### src/rtl/ahb_sram_slave.sv
// AHB-Lite slave bridging a 128-bit single-port SRAM into a byte-addressed window.
// Each accepted transfer is one SRAM access after WAIT_CYCLES stall cycles; illegal ones get a two-cycle ERROR.
module ahb_sram_slave #(
    parameter logic [39:0] BASE_ADDR   = 40'h0,
    parameter int          MEM_AW      = 14,
    parameter int          WAIT_CYCLES = 0
) (
    input  logic              pll_core_cpuclk,
    input  logic              pad_cpu_rst_b,
    input  logic              hsel,
    input  logic [39:0]       haddr,
    input  logic [1:0]        htrans,
    input  logic              hwrite,
    input  logic [2:0]        hsize,
    input  logic [2:0]        hburst,
    input  logic [3:0]        hprot,
    input  logic [127:0]      hwdata,
    output logic [127:0]      hrdata,
    output logic              hready,
    output logic [1:0]        hresp,
    output logic              mem_cen,
    output logic              mem_gwen,
    output logic [15:0]       mem_wen,
    output logic [MEM_AW-1:0] mem_addr,
    output logic [127:0]      mem_wdata,
    input  logic [127:0]      mem_rdata
);

    localparam int OFF_W = MEM_AW + 4;

    typedef enum logic [2:0] {
        IDLE,
        ACCESS,
        RESP,
        ERR1,
        ERR2
    } state_t;

    localparam logic [1:0] RESP_OKAY  = 2'b00;
    localparam logic [1:0] RESP_ERROR = 2'b01;

    state_t             state;
    logic [3:0]         wait_cnt;
    logic [OFF_W-1:0]   offset_q;
    logic               write_q;
    logic [2:0]         size_q;
    logic               hready_q;
    logic [1:0]         hresp_q;

    logic [39:0]        offset;
    logic [3:0]         align_mask;
    logic               xfer_err;
    logic               addr_phase;
    logic               sram_access;
    logic [15:0]        lane_span;
    logic [15:0]        lane_mask;
    logic               unused_inputs;

    // Window offset wraps modulo 2^40, so addresses below BASE_ADDR land far out of range.
    assign offset = haddr - BASE_ADDR;

    // NOTE: every always_comb output gets a default first so no path can infer a latch.
    always_comb begin
        align_mask = 4'h0;
        case (hsize)
            3'd1:    align_mask = 4'h1;
            3'd2:    align_mask = 4'h3;
            3'd3:    align_mask = 4'h7;
            3'd4:    align_mask = 4'hF;
            default: align_mask = 4'h0;
        endcase
    end

    assign xfer_err = (hsize > 3'd4)
                   || ((haddr[3:0] & align_mask) != 4'h0)
                   || (offset[39:OFF_W] != '0);

    assign addr_phase = hsel && htrans[1]
                     && (state == IDLE || state == RESP || state == ERR2);

    // Gated by reset so an ACCESS that is aborted never reaches the SRAM.
    assign sram_access = pad_cpu_rst_b && (state == ACCESS) && (wait_cnt == 4'd0);

    always_comb begin
        lane_span = 16'hFFFF;
        case (size_q)
            3'd0:    lane_span = 16'h0001;
            3'd1:    lane_span = 16'h0003;
            3'd2:    lane_span = 16'h000F;
            3'd3:    lane_span = 16'h00FF;
            default: lane_span = 16'hFFFF;
        endcase
        lane_mask = lane_span << offset_q[3:0];
    end

    // Write data is only valid in the data phase, so the SRAM strobe is decoded, not registered.
    always_comb begin
        mem_cen   = 1'b1;
        mem_gwen  = 1'b1;
        mem_wen   = 16'hFFFF;
        mem_addr  = '0;
        mem_wdata = '0;
        if (sram_access) begin
            mem_cen  = 1'b0;
            mem_gwen = ~write_q;
            mem_addr = offset_q[OFF_W-1:4];
            if (write_q) begin
                mem_wdata = hwdata;
                mem_wen   = ~lane_mask;
            end
        end
    end

    assign hrdata = (pad_cpu_rst_b && state == RESP && !write_q) ? mem_rdata : '0;
    assign hready = hready_q || !pad_cpu_rst_b;
    assign hresp  = pad_cpu_rst_b ? hresp_q : RESP_OKAY;

    assign unused_inputs = ^{hburst, hprot, htrans[0]};

    // NOTE: state registers use non-blocking assignments so all flops update from pre-edge values.
    always_ff @(posedge pll_core_cpuclk) begin
        if (!pad_cpu_rst_b) begin
            state    <= IDLE;
            wait_cnt <= 4'd0;
            offset_q <= '0;
            write_q  <= 1'b0;
            size_q   <= 3'd0;
            hready_q <= 1'b1;
            hresp_q  <= RESP_OKAY;
        end else begin
            case (state)
                IDLE, RESP, ERR2: begin
                    if (addr_phase) begin
                        offset_q <= offset[OFF_W-1:0];
                        write_q  <= hwrite;
                        size_q   <= hsize;
                        hready_q <= 1'b0;
                        if (xfer_err) begin
                            state   <= ERR1;
                            hresp_q <= RESP_ERROR;
                        end else begin
                            state    <= ACCESS;
                            wait_cnt <= 4'(WAIT_CYCLES);
                            hresp_q  <= RESP_OKAY;
                        end
                    end else begin
                        state    <= IDLE;
                        hready_q <= 1'b1;
                        hresp_q  <= RESP_OKAY;
                    end
                end
                ACCESS: begin
                    if (wait_cnt == 4'd0) begin
                        state    <= RESP;
                        hready_q <= 1'b1;
                        hresp_q  <= RESP_OKAY;
                    end else begin
                        wait_cnt <= wait_cnt - 4'd1;
                    end
                end
                ERR1: begin
                    state    <= ERR2;
                    hready_q <= 1'b1;
                    hresp_q  <= RESP_ERROR;
                end
                default: begin
                    state    <= IDLE;
                    hready_q <= 1'b1;
                    hresp_q  <= RESP_OKAY;
                end
            endcase
        end
    end

endmodule

### config.mk
export PLATFORM = sky130hd
export DESIGN_NAME = ahb_sram_slave
export DESIGN_NICKNAME = d
export VERILOG_FILES = /design/src/rtl/ahb_sram_slave.sv
export SDC_FILE = /design/constraint.sdc
export NUM_CORES = 1
export LEC_CHECK = 0
export BUFFER_PORTS_ARGS = -buffer_cell sky130_fd_sc_hd__buf_2
export CAP_MARGIN = 20
export CORE_AREA = 2 2 238 240
export DETAILED_ROUTE_END_ITERATION = 7
export DIE_AREA = 0 0 240 242
export GPL_ROUTABILITY_DRIVEN = 0
export HOLD_SLACK_MARGIN = 0.03
export MAX_ROUTING_LAYER = met4
export SYNTH_ARGS = -nofsm -noshare
export SYNTH_HDL_FRONTEND = slang
export SYNTH_SLANG_ARGS = --single-unit
### constraint.sdc
create_clock -name pll_core_cpuclk -period 2.4 [get_ports pll_core_cpuclk]
set_input_delay 0.24 -clock pll_core_cpuclk [delete_from_list [all_inputs] [get_ports pll_core_cpuclk]]
set_output_delay 0.24 -clock pll_core_cpuclk [all_outputs]
set_load 0.02 [all_outputs]
# [Word-level counts from Yosys, hierarchy flattened]
# Index checks and enable logic that the tools add are counted.
[word_totals] ff_bits=32 wordCells=76 input_bits=312 output_inout_bits=291
[op_classes] n_mux=26 reduce_logical=22 shifts=1 n_eq_ne=15 n_addsub=1 magnitude_cmp=1 bitwise=3
[ops] op="128-bit two-way mux" count=3
[ops] op="16-bit one-hot mux with 4 select lines" count=1
[ops] op="16-bit two-way mux" count=2
[ops] op="22-bit nonzero test" count=1
[ops] op="3-bit by 2-bit == test with 1-bit output, second input constant" count=6
[ops] op="16-bit inverter" count=1
[ops] op="4-bit one-hot mux with 4 select lines" count=1
[ops] op="16-bit by 4-bit left shift with 16-bit output" count=1
[ops] op="14-bit two-way mux" count=1
[ops] op="4-bit two-way mux" count=3
[ops] op="3-bit by 1-bit == test with 1-bit output, second input constant" count=3
[ops] op="3-bit one-hot mux with 3 select lines" count=1
[ops] op="2-bit two-way mux" count=4
[ops] op="4-bit one-hot mux with 2 select lines" count=1
[ops] op="3-bit == test, second input constant" count=2
[ops] op="1-bit logical AND" count=6
[ops] op="3-bit zero test" count=2
[ops] op="3-bit two-way mux" count=2
[ops] op="2-bit inequality test, second input constant" count=3
[ops] op="2-bit one-hot mux with 3 select lines" count=1
[ops] op="1-bit logical OR" count=5
[ops] op="1-bit two-way mux" count=5
[ops] op="4-bit bitwise AND" count=1
[ops] op="4-bit zero test" count=1
[ops] op="11 further kinds" count=12

# [Longest topological paths before layout]
# Gate-level depths: netlist (run 1).
[logic_depth] ltp_word=9 depth_mapped=9 depth_no_buf=8

# [Least setup slack after synthesis (run 1)]
# No wires, ideal clock.
[synth_path] path_type="register to output" startpoint="register offset_q[3]" endpoint="output mem_wen[10]" arrival_ns=1.767 t_required_ns=2.160 slack_ns=0.393 path_buffers=1 stages_incl_launch_ff=6 cell_sequence="dfxtp_1 clkbuf_1 inv_1 mux2i_1 and2_0 o311ai_0"
[synth_between] elab_chain_cells=4
[synth_lines] item="from (decl)" line="44" source="logic [OFF_W-1:0] offset_q;"
[synth_lines] item="from (signal assigned)" line="134" source="offset_q <= offset[OFF_W-1:0];"
[synth_lines] item="16-bit by 4-bit left shift with 16-bit output" line="93" source="lane_mask = lane_span << offset_q[3:0];"
[synth_lines] item="16-bit inverter" line="109" source="mem_wen = ~lane_mask;"
[synth_lines] item="16-bit two-way mux" line="107" source="if (write_q) begin"
[synth_lines] item="16-bit two-way mux" line="103" source="if (sram_access) begin"
[synth_lines] item="to (decl)" line="23" source="output logic [15:0] mem_wen,"
# No other way between the ends.

# [Worst setup path after layout (run 1)]
[layout_path] startpoint="register wait_cnt[1]" endpoint="output mem_wen[6]"
[layout_between] elab_chain_cells=3
[layout_lines] item="from (decl)" line="43" source="logic [3:0] wait_cnt;"
[layout_lines] item="from (signal assigned)" line="143" source="wait_cnt <= 4'(WAIT_CYCLES);"
[layout_lines] item="from (signal assigned)" line="158" source="wait_cnt <= wait_cnt - 4'd1;"
[layout_lines] item="4-bit zero test" line="82" source="assign sram_access = pad_cpu_rst_b && (state == ACCESS) && (wait_cnt == 4'd0);"
[layout_lines] item="1-bit logical AND" line="82"
[layout_lines] item="16-bit two-way mux" line="103"
# No other way between the ends.

==> key figures, run 1 <==
Drt
  • Drt wl/cell: ~16 um
  • DRC Markers: 0
  • DR iter-0 viols: approximately 400
  • Via-per-instance ratio: 3.35
  • Via count: between 6000 and 7000
  • Final ANT Viol Nets: 0
  • Total wire length: roughly 30 mm
  • First-pass DRT Iterations: 5

Synth
  • Most frequent cell after synthesis: and2_1
  • Post-Syn Area per Cell: between 6 and 7 um2
  • EDFF count, synth: 0
  • Sequential-to-total area share from yosys stat: 0.171
  • Yosys cell types: 50
  • Post-synth top cells: 144 x and2_1, 130 x and3_1, 57 x nand2_1
  • Synthesized instance count: between 500 and 600
  • Mapped Nets: roughly 870
  • Share of Yosys cell area claimed by the top area cell type: 0.248
  • Synth Warn #: 0
  • Post-Syn Area: approximately 3600 um2
  • Largest area contributor in the netlist: and2_1
  • Synth Register Bits: 31
  • Top cells by area, synth: and2_1 25%, and3_1 22%, dfxtp_1 17%
  • Post-synth ARST share: 0
  • Top_reg_cell synth: dfxtp_1

CTS
  • Root Buffer Master: clkbuf_16
  • H-tree depth: 2
  • Clk buf depth: 2
  • Worst skew pair latency: around 290 ps
  • Clk slew on worst S/H paths: around 60 ps
  • TritonCTS clock tree: yes
  • Cts hold-fix bufs: 0
  • Clk sinks: 31
  • TritonCTS buffer count: 5

Die
  • Initial Util: 0.0651
  • Site Rows: just under 90
  • Die width: approximately 240 um
  • DIE AREA: between 50000 and 60000 um2
  • Die Span Y: roughly 240 um
  • I/O pin total: 603
  • Core box area: ~56000 um2

Cells and area
  • Finished Cell Area: 7840 um2
  • Multi-input logic area: ~2700 um2
  • Area delta synth->final: 116%
  • Layout cell share with drive strength beyond 1: 0.571
  • # fillers: 6534
  • Layout Nets: approximately 1400
  • FF+latch area: around 630 um2

Worst hold path
  • Worst Hold Class: in -> reg
  • Min-Delay Path Depth: 3

Power
  • P_sw: a little over 0.0006 W
  • Combinational Power Share: 0.325
  • PD cells: roughly 250 nW/um2
  • Design Power: 0.00194 W
  • Leakage: about 4.7 nW
  • Reg power frac: 0.290
  • Internal Power: around 0.0013 W
  • Sw frac: 0.317
  • Clock power share: 0.386
  • Peak VDD IR: around 0.24 mV

Worst setup path
  • Max Fanout on Critical Path: 7
  • Max stage delay on crit path: 350 ps
  • Slowest-stage cell, CP: or3_1
  • Worst R2R Setup Slack: roughly 820 ps
  • Worst reg2reg endpoint: wait_cnt[1]$_SDFFE_PN0P_
  • CP Launch Type: flop
  • R2R Path Start: wait_cnt[1]$_SDFFE_PN0P_
  • Most used cell, CP: inv_2
  • Worst Reg-to-Reg Cells: 7
  • WP data required: around 2200 ps
  • CP endpoint kind: output port
  • CP endpoint: mem_wen[6]
  • Arrival time at the worst endpoint: around 2000 ps
  • CP Launch Point: wait_cnt[1]$_SDFFE_PN0P_
  • Crit Path Category: reg -> out
  • CP cell instances: inv_2 > ha_4 > nor3b_4 > and3_4 > and2_4 > inv_2 > or3_1 > buf_4

Global route
  • Remaining global-route overflow: 0
  • Tot GR Track Use: 0.0945
  • Largest net degree at the start of global routing: 130
  • Initial antenna violation count: 34
  • First-pass GRT wire length: about 37 mm
  • Vias in the first global route: ~5400

Placed design
  • DP Wirelength: between 20 and 30 mm
  • I/O Buffers: slightly below 600
  • Cell Area, Placed: about 7500 um2

STA
  • Maximum clock rate: around 0.44 GHz
  • Layout Skew: 7.50 ps
  • Final setup fails: 0
  • Worst slew margin: 0.556
  • Fin. Hold Viols: 0
  • Worst slew pin tran: 660 ps
  • Setup TNS: 0 ps
  • Tmin final: around 2300 ps
  • Final slew viol count: 0
  • Tcrit/Tclk final: 0.943
  • Unrepaired setup endpoints after global routing: false
  • Min Hold Slack: around 180 ps

Run status
  • Outcome: finished, final reports clean

Run
  • Max-Cap Viols: 0
metal layers:
metal,wire length [um],global-route usage
met4,1050,0.0471
met2,13400,0.143
met1,10400,0.0920
met3,5410,0.0631
met5,0,-
how the worst min path moves through the flow:
stage / from / slack (ps) / end
global route: hwrite / 180 / write_q$_SDFFE_PN0P_
finish: hwrite / 180 / write_q$_SDFFE_PN0P_
floorplan: pad_cpu_rst_b / 380 / hresp_q[0]$_SDFFE_PN0P_
detailed placement: hready_q$_SDFFE_PN1P_ / 430 / hready_q$_SDFFE_PN1P_
global placement: hready_q$_SDFFE_PN1P_ / 430 / hready_q$_SDFFE_PN1P_
CTS: hwrite / 170 / write_q$_SDFFE_PN0P_
stage by stage:
stage	setup WS, ps	std cells	util
CTS	13.6	1870	0.138
detailed placement	221	1860	0.134
finish	138	1895	0.141
floorplan	393	560	-
global route	12.4	1895	0.141
global placement	274	1860	0.134
timing repair:
action / in CTS / in global routing
resized for setup: 3 / 10
buffers inserted: 1 / 2
cloned: 1 / 3
pin swaps: 0 / 3
endpoints found under the hold margin: 0 / 0
endpoints found under the setup margin: 118 / 134
cells in the final DEF (no fill, tap or decap), drive strengths merged, types with 4 or more instances in the layout:
cell type and instances:
buf 611, and2 146, and3 130, nand2 57
dfxtp 31, a21oi 28, diode 20, o21ai 14
nor2 14, nor4 9, clkbuf 8, nor3 7
inv 7, nand3 6, nor3b 4
registers in the layout, summed over array words and instances, names as in the netlist:
name	cells
offset_q	18
size_q	3
hresp_q	1
write_q	1
hready_q	1
state	3
wait_cnt	4
worst max-delay path, delay by kind of cell (launching register included):
family	cells	cell delay [ps]
adders and majority gates	1	130
and+or+nand+nor	4	940
DFF	1	330
buffers and inverters	3	320
power groups by stage:
| stage | clock (W) | combinational (W) | sequential, W |
|---|---|---|---|
| 2_1_floorplan | 0 | 0.000265 | 0.000556 |
| 3_3_place_gp | 0 | 0.000616 | 0.000573 |
| 3_5_place_dp | 0 | 0.000619 | 0.000574 |
| 4_1_cts | 0.000786 | 0.000627 | 0.000562 |
| 5_1_grt | 0.000800 | 0.000694 | 0.000567 |
| 6_report | 0.000749 | 0.000632 | 0.000563 |
final cells by class:
cell class | count | area share
diodes | 20 | 0.00639
clock buffers | 5 | 0.0160
clock inverters | 3 | 0.00559
inverters | 8 | 0.00383
multi-input cells | 458 | 0.351
flip-flops and latches | 31 | 0.0802
well taps | 756 | 0.121
repair buffers | 614 | 0.417
cells by family (layout without fill, tap and decap cells):
logic type      Yosys count  after routing  synth area share
other cells               1             21           0.00103
flops                    31             31             0.171
simple gates            386            386             0.623
xor+xnor                  2              2           0.00483
buf+inv                  71            630            0.0790
fa+ha+maj                 1              1           0.00345
mux                       2              2           0.00552
compound gates           66             66             0.112
Note: power is estimated with default switching activity, not from simulation.
==> run 2: changes to the inputs <==
- PLACE_DENSITY_LB_ADDON: default -> 0.25
==> run 2 against run 1 <==
Net effect:
- sequential share of layout area is essentially flat
- sequential power barely moved
- design area hardly changed
- critical endpoint is now mem_addr[4]
==> key figures, run 2 (synthesized netlist as in run 1, its figures left out) <==
Cells and area
  • Most frequent cells in the layout: 592 x buf_2, 144 x and2_1, 129 x and3_1, 57 x nand2_1, 28 x a21oi_1 (unchanged)
  • Final cell count without fillers: 1891 (was 1895)
  • Layout cell share with drive strength beyond 1: 0.573 (was 0.571)
  • # fillers: 6522 (was 6534)
  • Top reg by flops: offset_q (unchanged)
  • Largest regs: offset_q x18, wait_cnt x4 (unchanged)
  • Commonest non-fill, non-tap cell in the layout: buf_2 (unchanged)
  • Layout Nets: 1432 (was 1431)
  • Max reg flops: 18 (unchanged)
  • Area delta synth->final: 116% (about the same)

STA
  • Tmin final: 2300 ps (was 2260 ps)
  • Fin. Hold Viols: 0 (unchanged)
  • Worst slew margin: 0.625 (was 0.556)
  • Tcrit/Tclk final: 0.959 (was 0.943)
  • Setup TNS: 0 ps (unchanged)
  • Worst slew pin tran: 556 ps (was 660 ps)
  • Layout Skew: 10.3 ps (was 7.50 ps)
  • Final slew viol count: 0 (unchanged)
  • Final setup fails: 0 (unchanged)
  • Maximum clock rate: 0.434 GHz (was 0.442 GHz)

Drt
  • DR iter-0 viols: 305 (was 395)
  • Drt wl/cell: 16.2 um (was 16.0 um)
  • Via count: 6395 (was 6346)
  • Via-per-instance ratio: 3.38 (was 3.35)
  • Total wire length: 30.7 mm (was 30.2 mm)
  • DRC Markers: 0 (unchanged)
  • First-pass DRT Iterations: 5 (unchanged)
  • Final ANT Viol Nets: 0 (unchanged)

Worst setup path
  • Worst reg2reg endpoint: wait_cnt[1]$_SDFFE_PN0P_ (unchanged)
  • Worst R2R Setup Slack: 800 ps (was 820 ps)
  • CP Launch Point: wait_cnt[1]$_SDFFE_PN0P_ (unchanged)
  • Critical path buffers and inverters: 4 (was 3)
  • R2R Path Start: wait_cnt[0]$_SDFFE_PN0P_ (was wait_cnt[1]$_SDFFE_PN0P_)
  • Slowest-stage cell, CP: dfxtp_2 (was or3_1)
  • CP endpoint kind: output port (unchanged)
  • CP endpoint: mem_addr[4] (was mem_wen[6])
  • CP cell instances: inv_2 > ha_4 > nor3b_4 > and3_4 > buf_12 > bufbuf_16 > and2_1 > buf_2 (was inv_2 > ha_4 > nor3b_4 > and3_4 > and2_4 > inv_2 > or3_1 > buf_4)
  • Max stage delay on crit path: 330 ps (was 350 ps)
  • Max Fanout on Critical Path: 26 (was 7)
  • Arrival time at the worst endpoint: 2060 ps (was 2020 ps)
  • Worst Reg-to-Reg Cells: 7 (unchanged)
  • Crit. path cell count: 8 (unchanged)
  • CP Launch Type: flop (unchanged)
  • Worst path top cell family by delay: buffers and inverters (was simple AND/OR/NAND/NOR gates)
  • Crit Path Category: reg -> out (unchanged)
  • WP data required: 2160 ps (about the same)

Run status
  • Outcome: finished, final reports clean (unchanged)

Global route
  • Vias in the first global route: 5869 (was 5418)
  • First-pass GRT wire length: 39.8 mm (was 37.4 mm)
  • Largest net degree at the start of global routing: 131 (was 130)
  • Remaining global-route overflow: 0 (unchanged)
  • Tot GR Track Use: 0.0972 (was 0.0945)
  • Initial antenna violation count: 19 (was 34)

Die
  • I/O pin total: 603 (unchanged)
  • DIE AREA: 58100 um2 (unchanged)
  • Die width: 240 um (unchanged)
  • Initial Util: 0.0651 (unchanged)
  • Site Rows: 87 (unchanged)
  • Die Span Y: 242 um (unchanged)
  • Core box area: 55700 um2 (unchanged)

Power
  • Sw frac: 0.343 (was 0.317)
  • Leakage: 4.72 nW (about the same)
  • Clock power share: 0.345 (was 0.386)
  • Reg power frac: 0.304 (was 0.290)
  • Internal Power: 0.00122 W (was 0.00133 W)
  • Peak VDD IR: 0.212 mV (was 0.243 mV)
  • P_sw: 0.000638 W (was 0.000617 W)
  • PD cells: 238 nW/um2 (was 248 nW/um2)
  • Combinational Power Share: 0.351 (was 0.325)

CTS
  • Cts hold-fix bufs: 0 (unchanged)
  • Clk sinks: 31 (unchanged)
  • H-tree depth: 2 (unchanged)
  • Root Buffer Master: clkbuf_16 (unchanged)
  • Clk slew on worst S/H paths: 60 ps (about the same)
  • Clk buf depth: 2 (unchanged)
  • Worst skew pair latency: 280 ps (was 290 ps)
  • TritonCTS buffer count: 5 (unchanged)
  • TritonCTS clock tree: yes (unchanged)

Placed design
  • I/O Buffers: 593 (unchanged)
  • Placed Instances: 1862 (was 1860)
  • DP Wirelength: 26.0 mm (was 25.4 mm)

Run
  • Max-Cap Viols: 0 (unchanged)

Worst hold path
  • Worst Hold Class: in -> reg (unchanged)
run 2: cell count changes in the layout (fill, tap and decap cells not counted), sizes merged:
cell	change
clkbuf	-1
bufinv	-1
inv	+1
clkinvlp	+1
diode	-5
buf	+1
clkinv	-1
bufbuf	+1
run 2: per-layer routing:
metal,GRT usage,wire length [um],share of wire
met1,0.120,13300,0.43
met2,0.153,13600,0.44
met3,0.0349,3270,0.11
met4,0.0164,531,0.017
met5,-,0,0
run 2: worst register-to-register path: cells and delay by family (launching register included):
kind,cells,cell delay [ps]
AND/OR/NAND/NOR,3,430
AO/OA/AOI/OAI,1,340
adder cells (fa/ha/maj),1,150
flip-flops,1,360
buffers and inverters,2,190
run 2: power by group through the flow:
stage                     clock network (W)  registers, W  logic, W
after CTS                          0.000677      0.000565  0.000646
after detailed placement                  0      0.000576  0.000636
after global placement                    0      0.000576  0.000635
final                              0.000643      0.000566  0.000653
after global routing               0.000702      0.000569  0.000710
after floorplan                           0      0.000556  0.000265
run 2: how the worst min path moves through the flow:
stage	startpoint	to	slack (ps)	cells past startpoint
floorplan	pad_cpu_rst_b	hresp_q[0]$_SDFFE_PN0P_	380	2
global placement	offset_q[9]$_SDFFE_PN0P_	offset_q[9]$_SDFFE_PN0P_	440	2
global route	haddr[12]	offset_q[12]$_SDFFE_PN0P_	210	3
finish	haddr[10]	offset_q[10]$_SDFFE_PN0P_	200	3
detailed placement	offset_q[11]$_SDFFE_PN0P_	offset_q[11]$_SDFFE_PN0P_	440	2
CTS	haddr[10]	offset_q[10]$_SDFFE_PN0P_	190	3
run 2: per-stage QoR:
stage | utilization | setup WS (ps) | total power [W] | hold slack, ps | instance area, um2
final | 0.141 | 97.2 | 0.00186 | 199 | 7830
after global placement | 0.134 | 301 | 0.00121 | 441 | 7470
after global routing | 0.140 | -1.04 | 0.00198 | 208 | 7820
after detailed placement | 0.134 | 312 | 0.00121 | 444 | 7470
after floorplan | - | 393 | 0.000821 | 376 | 3630
after CTS | 0.138 | 0.628 | 0.00189 | 191 | 7670
run 2: layout make-up:
type	count	area (um2)	share of cell area
Clock inverter	3	18.8	0.00240
Clock buffer	5	125	0.0160
Sequential cell	31	629	0.0803
Timing Repair Buffer	615	3290	0.420
Multi-Input combinational cell	458	2750	0.351
Inverter	8	35.0	0.00447
Tap cell	756	946	0.121
Antenna cell	15	37.5	0.00479
run 2: timing repair:
item / in CTS / in global routing
endpoints found under the setup margin: 5 / 127
gates resized for setup: 1 / 17
endpoints found under the hold margin: 0 / 0
buffers inserted: 1 / 2
cloned: 1 / 2
pin swaps: 0 / 1
==> run 3: changes to the inputs <==
- CORE_AREA: 2 2 238 240 -> 2 2 237 239
- DIE_AREA: 0 0 240 242 -> 0 0 239 241
- clock period: 2.4 -> 1.99 ns (I/O delays scaled with it)
==> run 3 against run 2 <==
Net effect:
- the run now ends with negative setup slack left
- cell count down 0.85%
- count of clock-buffer cells in the layout up 3
- total power up 36%
- register-to-register slack worse by 530 ps
- die area down 0.83%
- sequential share of layout area down 1.5 points
- core utilization up 3.8 points
- critical path depth unchanged
- via count up 2.9%
- clock power up 26%
- non-clock buffer count up 39
- global-route usage up 1.8 points
==> key figures, run 3 (synthesized netlist as in run 1, its figures left out) <==
Cells and area
  • Finished Cell Area: 9810 um2 (was 7830 um2)
  • Commonest non-fill, non-tap cell in the layout: buf_2 (unchanged)
  • Layout Nets: 1471 (was 1432)
  • Area delta synth->final: 170% (was 116%)
  • Layout cell share with drive strength beyond 1: 0.686 (was 0.573)
  • Most frequent cells in the layout: 395 x buf_2, 170 x buf_6, 106 x and3_1, 85 x and2_4, 61 x buf_4 (was 592 x buf_2, 144 x and2_1, 129 x and3_1, 57 x nand2_1, 28 x a21oi_1)
  • Top reg by flops: offset_q (unchanged)
  • Largest regs: offset_q x18, wait_cnt x4 (unchanged)
  • Max reg flops: 18 (unchanged)
  • # fillers: 6214 (was 6522)

Global route
  • First-pass GRT wire length: 44.9 mm (was 39.8 mm)
  • Largest net degree at the start of global routing: 92 (was 131)
  • Remaining global-route overflow: 0 (unchanged)
  • Initial antenna violation count: 15 (was 19)
  • Tot GR Track Use: 0.115 (was 0.0972)
  • Vias in the first global route: 5984 (was 5869)

Drt
  • Via count: 6582 (was 6395)
  • Total wire length: 37.5 mm (was 30.7 mm)
  • First-pass DRT Iterations: 5 (unchanged)
  • Via-per-instance ratio: 3.51 (was 3.38)
  • Final ANT Viol Nets: 0 (unchanged)
  • Drt wl/cell: 20.0 um (was 16.2 um)
  • DR iter-0 viols: 358 (was 305)
  • DRC Markers: 0 (unchanged)

Run status
  • Outcome: finished, violations left (was finished, final reports clean)
  • Failing checks: negative setup slack

STA
  • Tmin final: 2190 ps
  • Fin. Hold Viols: 0 (unchanged)
  • Layout Skew: 4.44 ps (was 10.3 ps)
  • Min Hold Slack: 157 ps (was 199 ps)
  • Final slew viol count: 0 (unchanged)
  • Fin worst setup slack: -199 ps (was 97.2 ps)
  • Final setup fails: 246 (was 0)
  • Maximum clock rate: about 0.46 GHz
  • Unrepaired setup endpoints after global routing: true
  • Tcrit/Tclk final: 1.10

Die
  • DIE AREA: 57600 um2 (was 58100 um2)
  • Core box area: 54900 um2 (was 55700 um2)
  • I/O pin total: 603 (unchanged)
  • Die Span Y: 241 um (was 242 um)
  • Die width: 239 um (was 240 um)
  • Initial Util: 0.0661 (was 0.0651)
  • Site Rows: 86 (was 87)

Worst setup path
  • CP Launch Type: flop (unchanged)
  • CP endpoint kind: output port (unchanged)
  • Max Fanout on Critical Path: 7 (was 26)
  • R2R Path Start: state[2]$_SDFFE_PN0P_ (was wait_cnt[0]$_SDFFE_PN0P_)
  • CP endpoint: mem_wen[6] (was mem_addr[4])
  • WP data required: 1790 ps (was 2160 ps)
  • Max stage delay on crit path: 360 ps (was 330 ps)
  • Worst Reg-to-Reg Cells: 6 (was 7)
  • Crit Path Category: reg -> out (unchanged)
  • Critical path buffers and inverters: 3 (was 4)
  • Worst path top cell family by delay: simple AND/OR/NAND/NOR gates (was buffers and inverters)
  • Worst R2R Setup Slack: 270 ps (was 800 ps)
  • Slowest-stage cell, CP: or3_4 (was dfxtp_2)
  • CP cell instances: inv_2 > ha_4 > nor3b_4 > and3_4 > and2_4 > inv_6 > or3_4 > buf_6 (was inv_2 > ha_4 > nor3b_4 > and3_4 > buf_12 > bufbuf_16 > and2_1 > buf_2)
  • Crit. path cell count: 8 (unchanged)
  • Worst reg2reg endpoint: wait_cnt[1]$_SDFFE_PN0P_ (unchanged)
  • CP Launch Point: wait_cnt[0]$_SDFFE_PN0P_ (was wait_cnt[1]$_SDFFE_PN0P_)
  • Arrival time at the worst endpoint: 1990 ps (was 2060 ps)

Worst hold path
  • Worst Hold Class: in -> reg (unchanged)

CTS
  • TritonCTS clock tree: yes (unchanged)
  • Root Buffer Master: clkbuf_16 (unchanged)
  • TritonCTS buffer count: 5 (unchanged)
  • Clk sinks: 31 (unchanged)
  • Cts hold-fix bufs: 0 (unchanged)
  • H-tree depth: 2 (unchanged)
  • Worst skew pair latency: 280 ps (about the same)
  • Clk slew on worst S/H paths: 60 ps (about the same)
  • Clk buf depth: 2 (unchanged)

Placed design
  • Cell Area, Placed: 7500 um2 (was 7470 um2)
  • DP Wirelength: 28.8 mm (was 26.0 mm)
  • I/O Buffers: 593 (unchanged)

Run
  • Max-Cap Viols: 0 (unchanged)

Power
  • Leakage: 5.20 nW (was 4.72 nW)
  • PD cells: 258 nW/um2 (was 238 nW/um2)
  • Peak VDD IR: 0.243 mV (was 0.212 mV)
[run 3: cell count changes in the layout (fill, tap and decap cells not counted), moves of 23 or more]
cell    change
buf_2     -197
buf_6     +169
and2_1     -84
and2_4     +84
buf_4      +49
and3_1     -23
and3_4     +23
[run 3: layer usage]
layer,up-vias,share of wire,GRT usage
li1,3118,-,-
met1,3054,0.41,0.143
met2,390,0.51,0.197
met3,20,0.070,0.0198
met4,0,0.012,0.0163
met5,-,0,-
[run 3: report_power, final]
part | switching [W] | internal [W] | total (W)
Combinational | 0.000519 | 0.000525 | 0.00104
Sequential | 0.0000331 | 0.000648 | 0.000681
Clock | 0.000278 | 0.000532 | 0.000810
[run 3: worst min-delay path by stage]
stage | startpoint | end | slack (ps) | cells after the start
floorplan | pad_cpu_rst_b | hresp_q[0]$_SDFFE_PN0P_ | 330 | 2
global placement | hready_q$_SDFFE_PN1P_ | hready_q$_SDFFE_PN1P_ | 440 | 2
detailed placement | hready_q$_SDFFE_PN1P_ | hready_q$_SDFFE_PN1P_ | 430 | 2
CTS | haddr[10] | offset_q[10]$_SDFFE_PN0P_ | 150 | 3
global route | haddr[10] | offset_q[10]$_SDFFE_PN0P_ | 160 | 3
finish | haddr[10] | offset_q[10]$_SDFFE_PN0P_ | 160 | 3
[run 3: through the flow]
stage	setup WS [ps]	instances	TNS [ps]	total power, W	util
2_1_floorplan	24.0	560	0	0.000990	-
3_3_place_gp	22.5	1821	0	0.00149	0.137
3_5_place_dp	-29.2	1821	-54.5	0.00150	0.137
4_1_cts	-230	1859	-19640	0.00248	0.164
5_1_grt	-275	1868	-41140	0.00266	0.178
6_report	-199	1875	-18920	0.00254	0.179
[run 3: worst register-to-register path, stage by stage (launching register included)]
cell	delay (ps)
dfxtp_2	320
buf_6	120
buf_4	130
or3b_4	410
nor2_2	210
nor2_1	60
a2111oi_1	350
[run 3: area by class of cell]
type,instances,area [um2],share of cell area
clock buffers,8,156,0.0159
flip-flops and latches,31,638,0.0650
diodes,12,30.0,0.00306
inverters,8,35.0,0.00357
repair buffers,654,4980,0.507
multi-input cells,458,3090,0.315
well taps,704,881,0.0898
[run 3: what timing repair did]
action / in CTS / in global routing
buffers inserted: 18 / 4
endpoints found under the setup margin: 286 / 288
gates resized for setup: 286 / 244
pin swaps: 29 / 63
gates cloned: 13 / 6
